<file path="config.mk">
export PLATFORM = sky130hd
export DESIGN_NAME = pipeline_hazard_ctrl
export DESIGN_NICKNAME = d
export VERILOG_FILES = /design/src/rtl/pipeline_hazard_ctrl.sv
export SDC_FILE = /design/constraint.sdc
export NUM_CORES = 1
export LEC_CHECK = 0
export BUFFER_PORTS_ARGS = -buffer_cell sky130_fd_sc_hd__buf_4
export CAP_MARGIN = 20
export CORE_MARGIN = 4
export CORE_UTILIZATION = 45
export CTS_BUF_LIST = sky130_fd_sc_hd__clkbuf_8
export CTS_CLUSTER_DIAMETER = 100
export DETAILED_ROUTE_END_ITERATION = 10
export GPL_ROUTABILITY_DRIVEN = 0
export GPL_TIMING_DRIVEN = 0
export PLACE_DENSITY = 0.86
export RECOVER_POWER = 50
export SLEW_MARGIN = 15
export SYNTH_ARGS = -nofsm -noshare
export SYNTH_HDL_FRONTEND = slang
export SYNTH_SLANG_ARGS = --single-unit
export TNS_END_PERCENT = 20
</file>
<file path="constraint.sdc">
create_clock -name clk -period 2.6 [get_ports clk]
set_input_delay 0.65 -clock clk [delete_from_list [all_inputs] [get_ports clk]]
set_output_delay 0.65 -clock clk [all_outputs]
set_load 0.02 [all_outputs]
</file>
<file path="src/rtl/pipeline_hazard_ctrl.sv">
// Pipeline hazard sequencer: load-use stall, branch/jump flush, data-memory wait freeze and timeout.
// Optional perf counters enabled by defining HAZ_PERF_CNT_EN.
module pipeline_hazard_ctrl #(
    parameter int unsigned REG_AW      = 5,
    parameter int unsigned MEM_TIMEOUT = 15,
    parameter int unsigned INIT_CYC    = 2,
    parameter int unsigned CNT_W       = 16
) (
    input  logic              clk,
    input  logic              reset,
    input  logic [REG_AW-1:0] id_rs,
    input  logic [REG_AW-1:0] id_rt,
    input  logic              id_uses_rt,
    input  logic              id_jump,
    input  logic              ex_memread,
    input  logic [REG_AW-1:0] ex_rt,
    input  logic              mem_branch_taken,
    input  logic              mem_access,
    input  logic              mem_ready,
    output logic              pc_write,
    output logic              if_id_write,
    output logic              if_id_flush,
    output logic              id_ex_bubble,
    output logic              ex_mem_flush,
    output logic              pipe_freeze,
    output logic              mem_timeout_err,
    output logic [CNT_W-1:0]  stall_cnt,
    output logic [CNT_W-1:0]  flush_cnt
);

    localparam int unsigned WAIT_W = $clog2(MEM_TIMEOUT) + 1;
    localparam int unsigned INIT_W = $clog2(INIT_CYC) + 1;

    typedef enum logic [1:0] {
        ST_INIT     = 2'd0,
        ST_RUN      = 2'd1,
        ST_MEM_WAIT = 2'd2,
        ST_ERROR    = 2'd3
    } state_t;

    state_t            state, state_nxt;
    logic [WAIT_W-1:0] wait_cnt, wait_nxt;
    logic [INIT_W-1:0] init_cnt, init_nxt;
    logic              err_nxt;
    logic              apply_rules;
    logic              load_use;

    // Load in EX feeds a source of the instruction in ID; r0 is never a real dependency
    assign load_use = ex_memread && (ex_rt != '0) &&
                      ((ex_rt == id_rs) || (id_uses_rt && (ex_rt == id_rt)));

    always_ff @(posedge clk or posedge reset) begin
        if (reset) begin
            state           <= ST_INIT;
            wait_cnt        <= '0;
            init_cnt        <= '0;
            mem_timeout_err <= 1'b0;
        end else begin
            state           <= state_nxt;
            wait_cnt        <= wait_nxt;
            init_cnt        <= init_nxt;
            mem_timeout_err <= err_nxt;
        end
    end

    always_comb begin
        state_nxt    = state;
        wait_nxt     = wait_cnt;
        init_nxt     = init_cnt;
        err_nxt      = mem_timeout_err;
        apply_rules  = 1'b0;
        pc_write     = 1'b1;
        if_id_write  = 1'b1;
        if_id_flush  = 1'b0;
        id_ex_bubble = 1'b0;
        ex_mem_flush = 1'b0;
        pipe_freeze  = 1'b0;

        unique case (state)
            ST_INIT: begin
                pc_write     = 1'b0;
                if_id_flush  = 1'b1;
                id_ex_bubble = 1'b1;
                ex_mem_flush = 1'b1;
                if (init_cnt == INIT_W'(INIT_CYC - 1)) begin
                    state_nxt = ST_RUN;
                    init_nxt  = '0;
                end else begin
                    init_nxt = init_cnt + INIT_W'(1);
                end
            end
            ST_RUN: begin
                if (mem_access && !mem_ready) begin
                    pipe_freeze = 1'b1;
                    pc_write    = 1'b0;
                    if_id_write = 1'b0;
                    wait_nxt    = WAIT_W'(1);
                    state_nxt   = ST_MEM_WAIT;
                end else begin
                    apply_rules = 1'b1;
                end
            end
            ST_MEM_WAIT: begin
                if (mem_ready) begin
                    apply_rules = 1'b1;
                    state_nxt   = ST_RUN;
                end else begin
                    pipe_freeze = 1'b1;
                    pc_write    = 1'b0;
                    if_id_write = 1'b0;
                    if (wait_cnt == WAIT_W'(MEM_TIMEOUT - 1)) begin
                        err_nxt   = 1'b1;
                        state_nxt = ST_ERROR;
                    end else begin
                        wait_nxt = wait_cnt + WAIT_W'(1);
                    end
                end
            end
            ST_ERROR: begin
                pipe_freeze = 1'b1;
                pc_write    = 1'b0;
                if_id_write = 1'b0;
            end
            default: state_nxt = ST_INIT;
        endcase

        // Taken branch squashes younger work, so a coincident stall or jump is wrong-path
        if (apply_rules) begin
            if (mem_branch_taken) begin
                pc_write     = 1'b1;
                if_id_flush  = 1'b1;
                id_ex_bubble = 1'b1;
                ex_mem_flush = 1'b1;
            end else if (load_use) begin
                pc_write     = 1'b0;
                if_id_write  = 1'b0;
                id_ex_bubble = 1'b1;
            end else if (id_jump) begin
                if_id_flush = 1'b1;
            end
        end
    end

`ifdef HAZ_PERF_CNT_EN
    logic stall_evt, flush_evt;

    assign stall_evt = apply_rules && !mem_branch_taken && load_use;
    assign flush_evt = apply_rules && (mem_branch_taken || (!load_use && id_jump));

    // Saturating event counters
    always_ff @(posedge clk or posedge reset) begin
        if (reset) begin
            stall_cnt <= '0;
            flush_cnt <= '0;
        end else begin
            if (stall_evt && (stall_cnt != '1)) stall_cnt <= stall_cnt + CNT_W'(1);
            if (flush_evt && (flush_cnt != '1)) flush_cnt <= flush_cnt + CNT_W'(1);
        end
    end
`else
    assign stall_cnt = '0;
    assign flush_cnt = '0;
`endif

endmodule

</file>
==> flow_summary.json <==
{
  "synth_compound_area_share_pct": 19.0,
  "outcome": "completed",
  "cp_cell_sequence": "buf_4 > or4_1 > o21ai_1 > nor3b_1 > a21boi_1 > buf_4",
  "dp.cells": 217,
  "layout-drive-gt1-share_pct": 37.7,
  "dp_hpwl_um": 2160,
  "antenna_found_initial": 0,
  "ys_seq_area_share_pct": 22.5,
  "die_height_um": 57.7,
  "slowest_stage": "or4_1",
  "htree_levels": 1,
  "stdcell_count": 219,
  "syn-instance-count": 129,
  "core_um2": 2280,
  "worst_ep_required_time_ns": 1.95,
  "syn_to_final_growth_pct": 38.4,
  "final_util_pct": 67.6,
  "cts_root_buffer": "clkbuf_8",
  "drtAntennaViolNets": 0,
  "total_power_mw": 0.446,
  "drt-wirelength-per-cell_um": 11.2,
  "path_buf_inv": 2,
  "cts_tree": "yes",
  "finalWirelength_um": 2450,
  "ys_types": 32,
  "max_stage_delay_ns": 0.55,
  "via_count": 974,
  "cts_made_buffers": 3,
  "period_minus_slack_ns": 2.58,
  "grt_max_degree": 11,
  "setup_viol": 0,
  "portBuffers": 29,
  "crit-reg2reg-launch": "state[0]$_DFFE_PP0P_",
  "dpl_cell_area_um2": 1480,
  "ff2ff_path_depth": 6,
  "fillers": 209,
  "skew_ns": 0.00137,
  "max_freq_ghz": 0.388,
  "grt_overflow": 0,
  "crit_cells": 6,
  "synth_flop_cell": "dfrtp_1",
  "grt_pass1_wl_um": 3940,
  "synth_edf_count": 0,
  "dieArea_um2": 3330,
  "num-nets-final": 224,
  "async_flop_share_pct": 100,
  "cap_violations": 0,
  "globalRouteTotalUtil_pct": 14.7,
  "critical-path-top-delay-family": "simple AND/OR/NAND/NOR gates",
  "synth_mux_area_share_pct": 1.80,
  "die_x_um": 57.7,
  "cts.path.max_buffers": 2,
  "hold_viol_final": 0,
  "startpoint_type": "primary input",
  "crit_top_cell": "buf_4",
  "row_count": 17,
  "rsz0062_at_grt": "true",
  "io_pins": 62,
  "min_path_type": "in2async",
  "cts_num_sinks": 10,
  "setup_slack_ns": 0.0196,
  "antenna_cells": 0,
  "drt_pass1_iterations": 4,
  "yosys.area_share.simple_pct": 14.0,
  "arrival_ns": 1.93,
  "design_area_um2": 1540,
  "period_share_pct": 99.2,
  "drc": 0,
  "power.density_nw_per_um2": 290,
  "p_leak_nw": 0.843,
  "synth_top_family_by_area": "buffers and inverters",
  "postCtsHoldBufs": 0,
  "synth-adder-area-share_pct": 9.01,
  "cp_max_fo": 3,
  "post-place-ws_ns": -0.0454,
  "synth_seq_cells": 10,
  "crit_type": "in2out",
  "slew_viol_final": 0,
  "ir_drop_mv": 0.397,
  "avgSynthCellArea_um2": 8.61,
  "grt_pass1_vias": 962,
  "clkLatencyLatePin_ns": 0.23,
  "syn_area_um2": 1110,
  "initial_core_util_pct": 48.8,
  "timing.rr.end": "wait_cnt[3]$_DFFE_PP0P_",
  "synth_xor_area_share_pct": 8.67,
  "regToRegSetupSlack_ns": 0.80,
  "yosys_warnings": 0,
  "drt_iter0_markers": 20,
  "drt-vias-per-instance": 4.45,
  "clk_pin_slew_ns": 0.04,
  "end_kind": "primary output"
}
==> through the flow <==
stage               hold slack, ns  TNS [ns]
floorplan                    0.458         0
global placement             0.454   -0.0328
finish                       0.405         0
CTS                          0.410         0
detailed placement           0.454   -0.0513
global route                 0.422   -0.0551
==> sequential cells by signal, summed over array words and instances, names as in the netlist <==
register,count
state,2
mem_timeout_err,1
init_cnt,2
wait_cnt,5
==> worst max-delay path by stage <==
| stage | from | endpoint |
|---|---|---|
| floorplan | ex_rt[1] | if_id_flush |
| global placement | ex_rt[1] | pc_write |
| detailed placement | ex_rt[1] | pc_write |
| CTS | ex_rt[1] | pc_write |
| global route | ex_rt[1] | if_id_flush |
| finish | ex_rt[1] | pc_write |
==> timing repair <==
item	in CTS	in global routing
setup endpoints to repair	5	4
hold endpoints to repair	0	0
buffers inserted	0	0
gates resized for setup	3	4
pin swaps	0	1
==> final cells by class <==
| class | count | area (um2) | area share (%) |
|---|---|---|---|
| well taps | 28 | 35.0 | 2.28 |
| clock buffers | 3 | 41.3 | 2.69 |
| repair buffers | 29 | 218 | 14.2 |
| plain buffers | 32 | 240 | 15.6 |
| multi-input cells | 109 | 722 | 46.9 |
| flip-flops and latches | 10 | 251 | 16.4 |
| inverters | 8 | 30.0 | 1.95 |
==> power breakdown <==
| group | leakage, nW | internal, mW | switching (mW) |
|---|---|---|---|
| sequential | 0.124 | 0.156 | 0 |
| combinational | 0.697 | 0.0670 | 0.0709 |
| clock | 0.0216 | 0.101 | 0.0509 |
| total | 0.843 | 0.324 | 0.122 |
==> cells in the final DEF (no fill, tap or decap), drive strengths merged, types with 2 or more instances in the layout <==
master / count
a21boi: 3
a21o: 3
a21oi: 7
buf: 60
clkbuf: 4
conb: 32
dfrtp: 10
ha: 8
inv: 8
mux2i: 2
nand2: 4
nand2b: 2
nand3: 3
nor2: 6
nor3: 3
o21ai: 6
o31ai: 4
or4: 4
xnor2: 10
==> synthesized netlist by cell type (2+ instances only) <==
| cell | count | area share, % |
|---|---|---|
| xnor2_1 | 10 | 7.9 |
| a21oi_1 | 7 | 3.2 |
| a21o_1 | 3 | 2.0 |
| nor3_1 | 3 | 1.4 |
| nand3_1 | 3 | 1.4 |
| nand2_1 | 4 | 1.4 |
| or4_1 | 4 | 2.7 |
| mux2i_1 | 2 | 1.8 |
| o21ai_0 | 5 | 2.3 |
| nor2_1 | 6 | 2.0 |
| ha_1 | 8 | 9.0 |
| dfrtp_1 | 10 | 23 |
| nand2b_1 | 2 | 1.1 |
| inv_1 | 8 | 2.7 |
| buf_4 | 32 | 22 |
| o31ai_1 | 4 | 2.7 |
| a21boi_0 | 3 | 2.0 |
==> worst register-to-register path, stage by stage, from the launching register on <==
cell and delay [ns]:
dfrtp_2 0.41, inv_1 0.10, ha_2 0.23, inv_1 0.20, o211ai_4 0.16, or4_1 0.48, a21oi_1 0.15
==> logic make-up (layout without fill, tap and decap cells) <==
kind of cell / count (synthesis) / in the layout
buf+inv: 41 / 72
compound gates: 28 / 28
simple gates: 28 / 28
xor+xnor: 11 / 11
flops: 10 / 10
fa+ha+maj: 8 / 8
mux: 2 / 2
other cells: 1 / 32
==> routing by layer <==
metal / GRT usage [%] / part of all wire (%) / up-vias
met5: 0 / 0 / -
met4: 4.97 / 0.90 / 0
met3: 2.23 / 8.4 / 2
met2: 29.7 / 53 / 38
met1: 14.9 / 37 / 430
li1: - / - / 504
No activity file was read; power rests on OpenSTA's default activity.
